### src/rtl/instr_fetch.sv
// Instruction fetch stage: owns the program counter, reads the synchronous
// instruction memory (one-cycle latency) and hands each word with its PC to
// the decoder over a valid/ready handshake. Supports redirect and halts once
// an EBREAK has been consumed.
module instr_fetch #(
    parameter logic [31:0] RESET_PC = 32'h0000_0000,
    parameter int unsigned ADDR_W   = 10
) (
    input  logic              clk,
    input  logic              rst_n,
    output logic              imem_en,
    output logic [ADDR_W-1:0] imem_addr,
    input  logic [31:0]       imem_rdata,
    output logic [31:0]       instr,
    output logic [31:0]       instr_pc,
    output logic              instr_valid,
    input  logic              instr_ready,
    input  logic              redirect,
    input  logic [31:0]       redirect_pc,
    output logic              halted,
    output logic [31:0]       retired
);

    localparam logic [31:0] EBREAK = 32'h0010_0073;
    localparam logic [31:0] NOP    = 32'h0000_0013;

    typedef enum logic [1:0] {
        S_FETCH,
        S_WAIT,
        S_VALID,
        S_HALT
    } state_t;

    state_t      state_q, state_d;
    logic [31:0] fetch_pc_q, fetch_pc_d;
    logic [31:0] instr_q, instr_d;
    logic [31:0] instr_pc_q, instr_pc_d;
    logic        instr_valid_q, instr_valid_d;
    logic        halted_q, halted_d;
    logic [31:0] retired_q, retired_d;

    logic        handshake;
    logic [31:0] redirect_target;

    assign handshake       = (state_q == S_VALID) && instr_ready;
    assign redirect_target = redirect_pc & ~32'h0000_0003;

    // Memory request: issued from FETCH, or overlapped with a non-EBREAK handshake.
    always_comb begin
        imem_en   = 1'b0;
        imem_addr = fetch_pc_q[ADDR_W+1:2];
        if (rst_n) begin
            if (state_q == S_FETCH) begin
                imem_en = 1'b1;
            end else if (handshake && (instr_q != EBREAK)) begin
                imem_en = 1'b1;
            end
        end
    end

    // Next-state logic; redirect overrides everything except retirement of a
    // handshake completing in the same cycle.
    always_comb begin
        state_d       = state_q;
        fetch_pc_d    = fetch_pc_q;
        instr_d       = instr_q;
        instr_pc_d    = instr_pc_q;
        instr_valid_d = instr_valid_q;
        halted_d      = halted_q;
        retired_d     = retired_q;

        if (handshake) begin
            retired_d = retired_q + 32'd1;
        end

        if (redirect) begin
            state_d       = S_FETCH;
            fetch_pc_d    = redirect_target;
            instr_valid_d = 1'b0;
            halted_d      = 1'b0;
        end else begin
            case (state_q)
                S_FETCH: begin
                    state_d = S_WAIT;
                end
                S_WAIT: begin
                    instr_d       = imem_rdata;
                    instr_pc_d    = fetch_pc_q;
                    fetch_pc_d    = fetch_pc_q + 32'd4;
                    instr_valid_d = 1'b1;
                    state_d       = S_VALID;
                end
                S_VALID: begin
                    if (handshake) begin
                        instr_valid_d = 1'b0;
                        if (instr_q == EBREAK) begin
                            state_d  = S_HALT;
                            halted_d = 1'b1;
                        end else begin
                            state_d = S_WAIT;
                        end
                    end
                end
                S_HALT: begin
                    state_d = S_HALT;
                end
                default: begin
                    state_d = S_FETCH;
                end
            endcase
        end
    end

    // State and output registers with asynchronous active-low reset.
    always_ff @(posedge clk or negedge rst_n) begin
        if (!rst_n) begin
            state_q       <= S_FETCH;
            fetch_pc_q    <= RESET_PC;
            instr_q       <= NOP;
            instr_pc_q    <= RESET_PC;
            instr_valid_q <= 1'b0;
            halted_q      <= 1'b0;
            retired_q     <= '0;
        end else begin
            state_q       <= state_d;
            fetch_pc_q    <= fetch_pc_d;
            instr_q       <= instr_d;
            instr_pc_q    <= instr_pc_d;
            instr_valid_q <= instr_valid_d;
            halted_q      <= halted_d;
            retired_q     <= retired_d;
        end
    end

    assign instr       = instr_q;
    assign instr_pc    = instr_pc_q;
    assign instr_valid = instr_valid_q;
    assign halted      = halted_q;
    assign retired     = retired_q;

endmodule

### config.mk
export PLATFORM = sky130hd
export DESIGN_NAME = instr_fetch
export DESIGN_NICKNAME = d
export VERILOG_FILES = /design/src/rtl/instr_fetch.sv
export SDC_FILE = /design/constraint.sdc
export NUM_CORES = 1
export LEC_CHECK = 0
export CAP_MARGIN = 15
export CORE_MARGIN = 2
export CORE_UTILIZATION = 50
export CTS_CLUSTER_DIAMETER = 100
export CTS_CLUSTER_SIZE = 30
export DETAILED_ROUTE_END_ITERATION = 10
export GPL_ROUTABILITY_DRIVEN = 1
export PLACE_DENSITY = 0.89
export SLEW_MARGIN = 20
export SYNTH_ARGS = -nofsm -noshare
export SYNTH_HDL_FRONTEND = slang
export SYNTH_SLANG_ARGS = --single-unit
### constraint.sdc
create_clock -name clk -period 3.7 [get_ports clk]
set_input_delay 0.555 -clock clk [delete_from_list [all_inputs] [get_ports clk]]
set_output_delay 0.555 -clock clk [all_outputs]
set_load 0.01 [all_outputs]
==> results of run 1 <==
==> routing by layer <==
layer  vias to the layer above  track usage
li1                       2126            -
met1                      2290        0.308
met2                       167        0.378
met3                        30       0.0718
met4                         0       0.0911
met5                         -            0
==> placed cells by master, fill, tap and decap left out, types with 8 or more instances in the layout <==
cell	instances
inv_1	11
mux2_1	20
clkbuf_16	17
and4_1	8
mux2_2	43
nor2_1	22
dfrtp_1	125
clkdlybuf4s50_1	171
or3_1	12
nor3_2	9
o21ai_0	28
nor4_1	8
nand2_1	33
nand3_1	14
a31oi_1	16
nand4_1	21
xor2_1	27
xnor2_1	16
==> critical path: cells and delay by family, from the launching register on <==
| family | cells | cell delay, ns |
|---|---|---|
| DFF | 1 | 0.39 |
| and+or+nand+nor | 2 | 0.63 |
| buffers and inverters | 1 | 0.51 |
| AOI/OAI and AO/OA | 2 | 0.29 |
==> cells in the mapped netlist, types with 2 or more instances <==
master / n
o21ai_0: 28
dfrtp_1: 125
and4b_1: 3
a31oi_1: 16
xnor2_1: 16
inv_1: 11
nor2b_1: 2
clkbuf_1: 9
nand4_1: 21
or3_1: 12
nor4_2: 3
buf_2: 7
and2_1: 5
ha_1: 2
nor3_1: 7
dfstp_2: 3
nand2_1: 33
nor3_2: 9
nor2_1: 22
mux2_1: 20
nor3b_1: 2
nand3_1: 14
mux2_2: 43
xor2_1: 27
or4_1: 6
nor4_1: 8
and4_1: 8
and3_1: 4
o31ai_1: 5
buf_4: 18
==> where the power goes <==
part           switching (mW)  internal (mW)
clock network           0.607           1.21
registers               0.214           1.66
logic                   0.405          0.655
total                    1.23           3.53
==> metrics by stage <==
stage	std cells	utilization	cell area [um2]	setup WS, ns	hold WS, ns
6_report	823	0.723	8290	0.907	0.101
5_1_grt	823	0.723	8290	0.778	0.137
4_1_cts	823	0.723	8290	0.854	0.112
3_5_place_dp	791	0.667	7640	0.919	0.462
3_3_place_gp	791	0.667	7640	1.01	0.456
2_1_floorplan	507	-	5930	1.98	0.259
==> worst paths after layout <==
path / to / slack, ns / cells after the start
hold reg to reg: retired[31] / 0.46 / 1
min in group clk: retired[31] / 0.46 / 1
setup / recovery: imem_en / 0.91 / 5
hold / removal: retired[19] / 0.10 / 1
max in group asynchronous: retired[13] / 1.98 / 3
setup reg to reg: instr[30] / 1.26 / 4
==> cell type report <==
cell class,instances,area share
clock buffers,22,0.0596
clock inverters,10,0.0187
inverters,12,0.00543
multi-input cells,331,0.295
flip-flops and latches,128,0.387
well taps,143,0.0216
repair buffers,177,0.213
==> state kept, by name, summed over array words and instances, names as in the netlist <==
register,count
instr_pc,30
instr,32
instr_valid,1
fetch_pc_q,30
retired,32
state_q,2
halted,1
==> cell families after synthesis <==
family,count (synthesis),synth area share
buf+inv,48,0.0465
mux,64,0.121
xor+xnor,43,0.0636
simple gates,167,0.170
flops,128,0.542
other cells,1,0.000633
compound gates,53,0.0522
fa+ha+maj,2,0.00422
==> results.cfg, run 1 <==
[status]
status = completed

[clock_tree]
htreeDepth = 4
clk_pin_slew_ns = 0.05
post_cts_resize_count = 0
cts_buffer_depth = 2
clock_tree.root_cell = clkbuf_16
post_cts_buffers = 0
insertion_delay_ns = 0.42
clock-sinks = 128
hold_buffers = 0
cts_buffers = 17
cts_tree = yes

[sta]
rsz0062_at_grt = false
post-route-min-period_ns = 2.79
period_share = 0.755
skew_ns = 0.00817
finalSetupViolCount = 0
drv_slew = 0
finalHoldViolCount = 0
max_freq_mhz = 358
slew_headroom = 0.529
setup-tns-final_ns = 0
worst_pin_slew_ns = 0.704

[critical_path]
end_kind = primary output
required_ns = 3.14
cp_slowest_cell = clkdlybuf4s50_1
timing.rr.start = state_q[0]
crit_fanout = 3
setup.worst_path.start_class = flop
critical_path_class = flop to primary output
cp_cell_sequence = nor4b_1, nand4_1, o21ai_0, a21oi_1, clkdlybuf4s50_1
slowest_delay_ns = 0.51
crit_start = instr[18]
crit_arrival_ns = 2.24

[power]
p_per_area_nw_per_um2 = 573
total_power_mw = 4.75
p_leak_nw = 3.43
peakVddDrop_v = 0.000478

[global_route]
grt_overflow_total = 0
grt_pass1_vias = 4719
grt_start_max_net_pins = 48
grt_antenna_before_repair = 0
track_usage = 0.238
grt_pass1_wl_mm = 24.0

[synth]
yosys.cell_types.count = 47
yosys.area.top_type = dfrtp_1
synth_edf_count = 0
dominantRegCellSynth = dfrtp_1
synth-seq-cells = 128
yosysWarningCount = 0
synth_area_leaders = dfrtp_1 (53%), mux2_2 (8.2%), xor2_1 (4.0%), mux2_1 (3.8%), o21ai_0 (2.4%)
synth_cells = 506
async_reset_ff_frac = 1.00
syn_area_um2 = 5920
yosysSeqAreaShare = 0.542
synth_area_per_cell_um2 = 11.7
netlist.area_leader.share = 0.528

[floorplan]
row_count = 39
dieWidth_um = 113
start_util = 0.516
io_pins = 177
die_y_um = 113
dieArea_um2 = 12700
core-area_um2 = 11500

[placement]
dp_hpwl_mm = 9.92
port_buffers = 172
globalplace.congestion = 0.843

[layout]
drive_gt1_frac = 0.149
regArea_um2 = 3210
fillers = 759
multi_input_area_um2 = 2440
syn_to_final_growth_pct = 40.1
nets = 737
antennaDiodeCount = 0

[run]
cap_violations = 0

[routing]
routed.top_layer = met4
ant_nets = 0
dr.pass1.iters = 4
post_drt_wl_per_cell_um = 17.4
vias = 4613
wl_met2_mm = 7.05
met3_length_um = 873
wirelength_mm = 14.3
drt_iter0_markers = 359
drcViolationCount = 0
wl_met1_mm = 6.09
vias_per_cell = 5.61

[min_path]
hp-class = primary input to async pin
Note: power is estimated with default switching activity, not from simulation.
==> inputs of run 2 (changes only) <==
--- a/config.mk
+++ b/config.mk
@@ -7,12 +7,12 @@
 export LEC_CHECK = 0
 export CAP_MARGIN = 15
 export CORE_MARGIN = 2
-export CORE_UTILIZATION = 50
+export CORE_UTILIZATION = 43
 export CTS_CLUSTER_DIAMETER = 100
 export CTS_CLUSTER_SIZE = 30
 export DETAILED_ROUTE_END_ITERATION = 10
 export GPL_ROUTABILITY_DRIVEN = 1
-export PLACE_DENSITY = 0.89
+export PLACE_DENSITY = 0.82
 export SLEW_MARGIN = 20
 export SYNTH_ARGS = -nofsm -noshare
 export SYNTH_HDL_FRONTEND = slang
==> constraint.sdc (replaced) <==
create_clock -name clk -period 2.3 [get_ports clk]
set_input_delay 0.345 -clock clk [delete_from_list [all_inputs] [get_ports clk]]
set_output_delay 0.345 -clock clk [all_outputs]
set_load 0.01 [all_outputs]
==> results.cfg, run 2 (synthesis gave the netlist of run 1 again) <==
[status]
status = complete, but fails checks
violations = negative hold slack

[clock_tree]
insertion_delay_ns = 0.41
clk_pin_slew_ns = 0.06
cts_tree = yes
clock-sinks = 128
cts_buffers = 17
hold_buffers = 0
clock_tree.root_cell = clkbuf_16
cts_buffer_depth = 2
htreeDepth = 4

[sta]
drv_slew = 0
finalSetupViolCount = 0
post-route-min-period_ns = 2.12
rsz0062_at_grt = false
fin_ws_ns = 0.184
worst_pin_slew_ns = 0.742
finalHoldViolCount = 1
skew_ns = 0.0112
period_share = 0.920
slew_headroom = 0.505
hold_slack_ns = -0.000261
max_freq_mhz = 473
setup-tns-final_ns = 0

[run]
cap_violations = 0

[power]
combinationalPowerShare = 0.246
p_per_area_nw_per_um2 = 853
p_clk_frac = 0.329
swShare = 0.267
internal-power_mw = 5.21
peakVddDrop_v = 0.000530
p_leak_nw = 3.43
seq_power_share = 0.425
total_power_mw = 7.11
p_switching_mw = 1.90

[routing]
vias_per_cell = 5.26
post_drt_wl_per_cell_um = 16.7
drt_iter0_markers = 223
dr.pass1.iters = 4
wirelength_mm = 14.5
vias = 4569
drcViolationCount = 0
ant_nets = 0

[critical_path]
critical_path_class = flop to primary output
crit_arrival_ns = 1.77
critPathBufInv = 1
slowest_delay_ns = 0.54
required_ns = 1.96
cp_cell_sequence = nor4bb_4, nand4_1, o21ai_1, a21oi_1, clkbuf_2
crit_fanout = 3
crit_start = instr[4]
cp_slowest_cell = dfstp_2
timing.rr.start = state_q[1]
end_kind = primary output
critical-path-top-delay-family = flip-flops
setup.worst_path.start_class = flop

[layout]
drive_gt1_frac = 0.158
syn_to_final_growth_pct = 40.8
final_cell_mix = clkdlybuf4s50_1 (170), dfrtp_1 (125), mux2_2 (43)
fin_util = 0.625
layout_commonest_cell = clkdlybuf4s50_1
antennaDiodeCount = 0
fillers = 1064
nets = 749

[global_route]
grt_antenna_before_repair = 0
grt_pass1_wl_mm = 23.7
grt_overflow_total = 0
grt_start_max_net_pins = 129
track_usage = 0.207
grt_pass1_vias = 4720

[min_path]
hp-class = primary input to async pin

[placement]
dp_hpwl_mm = 10.4
globalplace.congestion = 0.852
port_buffers = 172
pre_cts_slack_ns = 0.129

[floorplan]
start_util = 0.444
dieWidth_um = 121
dieArea_um2 = 14700
die_y_um = 121
row_count = 42
core-area_um2 = 13300
io_pins = 177
[run 2: cell count changes in the layout (fill, tap and decap cells not counted), sizes merged]
cell	before	now
clkdlybuf4s50	171	170
clkbuf	22	30
clkinv	4	3
bufinv	4	0
clkinvlp	2	0
buf	6	18
[run 2: worst paths after layout]
path,slack [ns],to,depth (start not counted)
max,0.18,imem_en,5
min,-0.0003,fetch_pc_q[24],2
max reg2reg,0.26,fetch_pc_q[21],5
min reg2reg,0.46,retired[31],1
max in group asynchronous,1.69,instr_pc[24],2
min in group clk,0.46,retired[31],1
[run 2: worst reg2reg max path: cells and delay by family (launching register included)]
kind / cells / cell delay, ns
DFF: 1 / 0.45
AOI/OAI and AO/OA: 1 / 0.20
buffers and inverters: 1 / 0.22
and+or+nand+nor: 3 / 1.10
[run 2: through the flow]
| step | cell area (um2) | std cells |
|---|---|---|
| after floorplan | 5930 | 507 |
| after global placement | 7780 | 835 |
| after detailed placement | 7780 | 835 |
| after CTS | 8330 | 868 |
| after global routing | 8340 | 868 |
| final | 8340 | 868 |
[run 2: timing repair]
action,in CTS,in global routing
gates resized for setup,5,4
setup buffers,1,0
setup endpoints to repair,1,1
pin swaps,1,3
[run 2: cell type report]
| class | instances | area (um2) | share of cell area |
|---|---|---|---|
| clock buffer | 29 | 500 | 0.0600 |
| clock inverter | 3 | 15.0 | 0.00180 |
| inverter | 12 | 45.0 | 0.00540 |
| multi-input combinational | 331 | 2480 | 0.297 |
| sequential | 128 | 3210 | 0.385 |
| tap | 176 | 220 | 0.0264 |
| timing repair buffer | 189 | 1870 | 0.224 |
[run 2: metal layers]
metal	share of wire	global-route usage	wire (um)	vias up
li1	-	-	-	2160
met1	0.44	0.260	6370	2242
met5	0	0	0	-
met2	0.49	0.334	7050	143
met3	0.057	0.0625	829	24
met4	0.019	0.0819	278	0
[run 2: power groups by stage]
| stage | Combinational (mW) | Clock, mW | Sequential [mW] |
|---|---|---|---|
| finish | 1.75 | 2.34 | 3.02 |
| global route | 1.88 | 2.50 | 3.08 |
| CTS | 1.78 | 2.41 | 3.01 |
| detailed placement | 1.76 | 0 | 3.04 |
| global placement | 1.72 | 0 | 3.00 |
| floorplan | 0.536 | 0 | 3.14 |
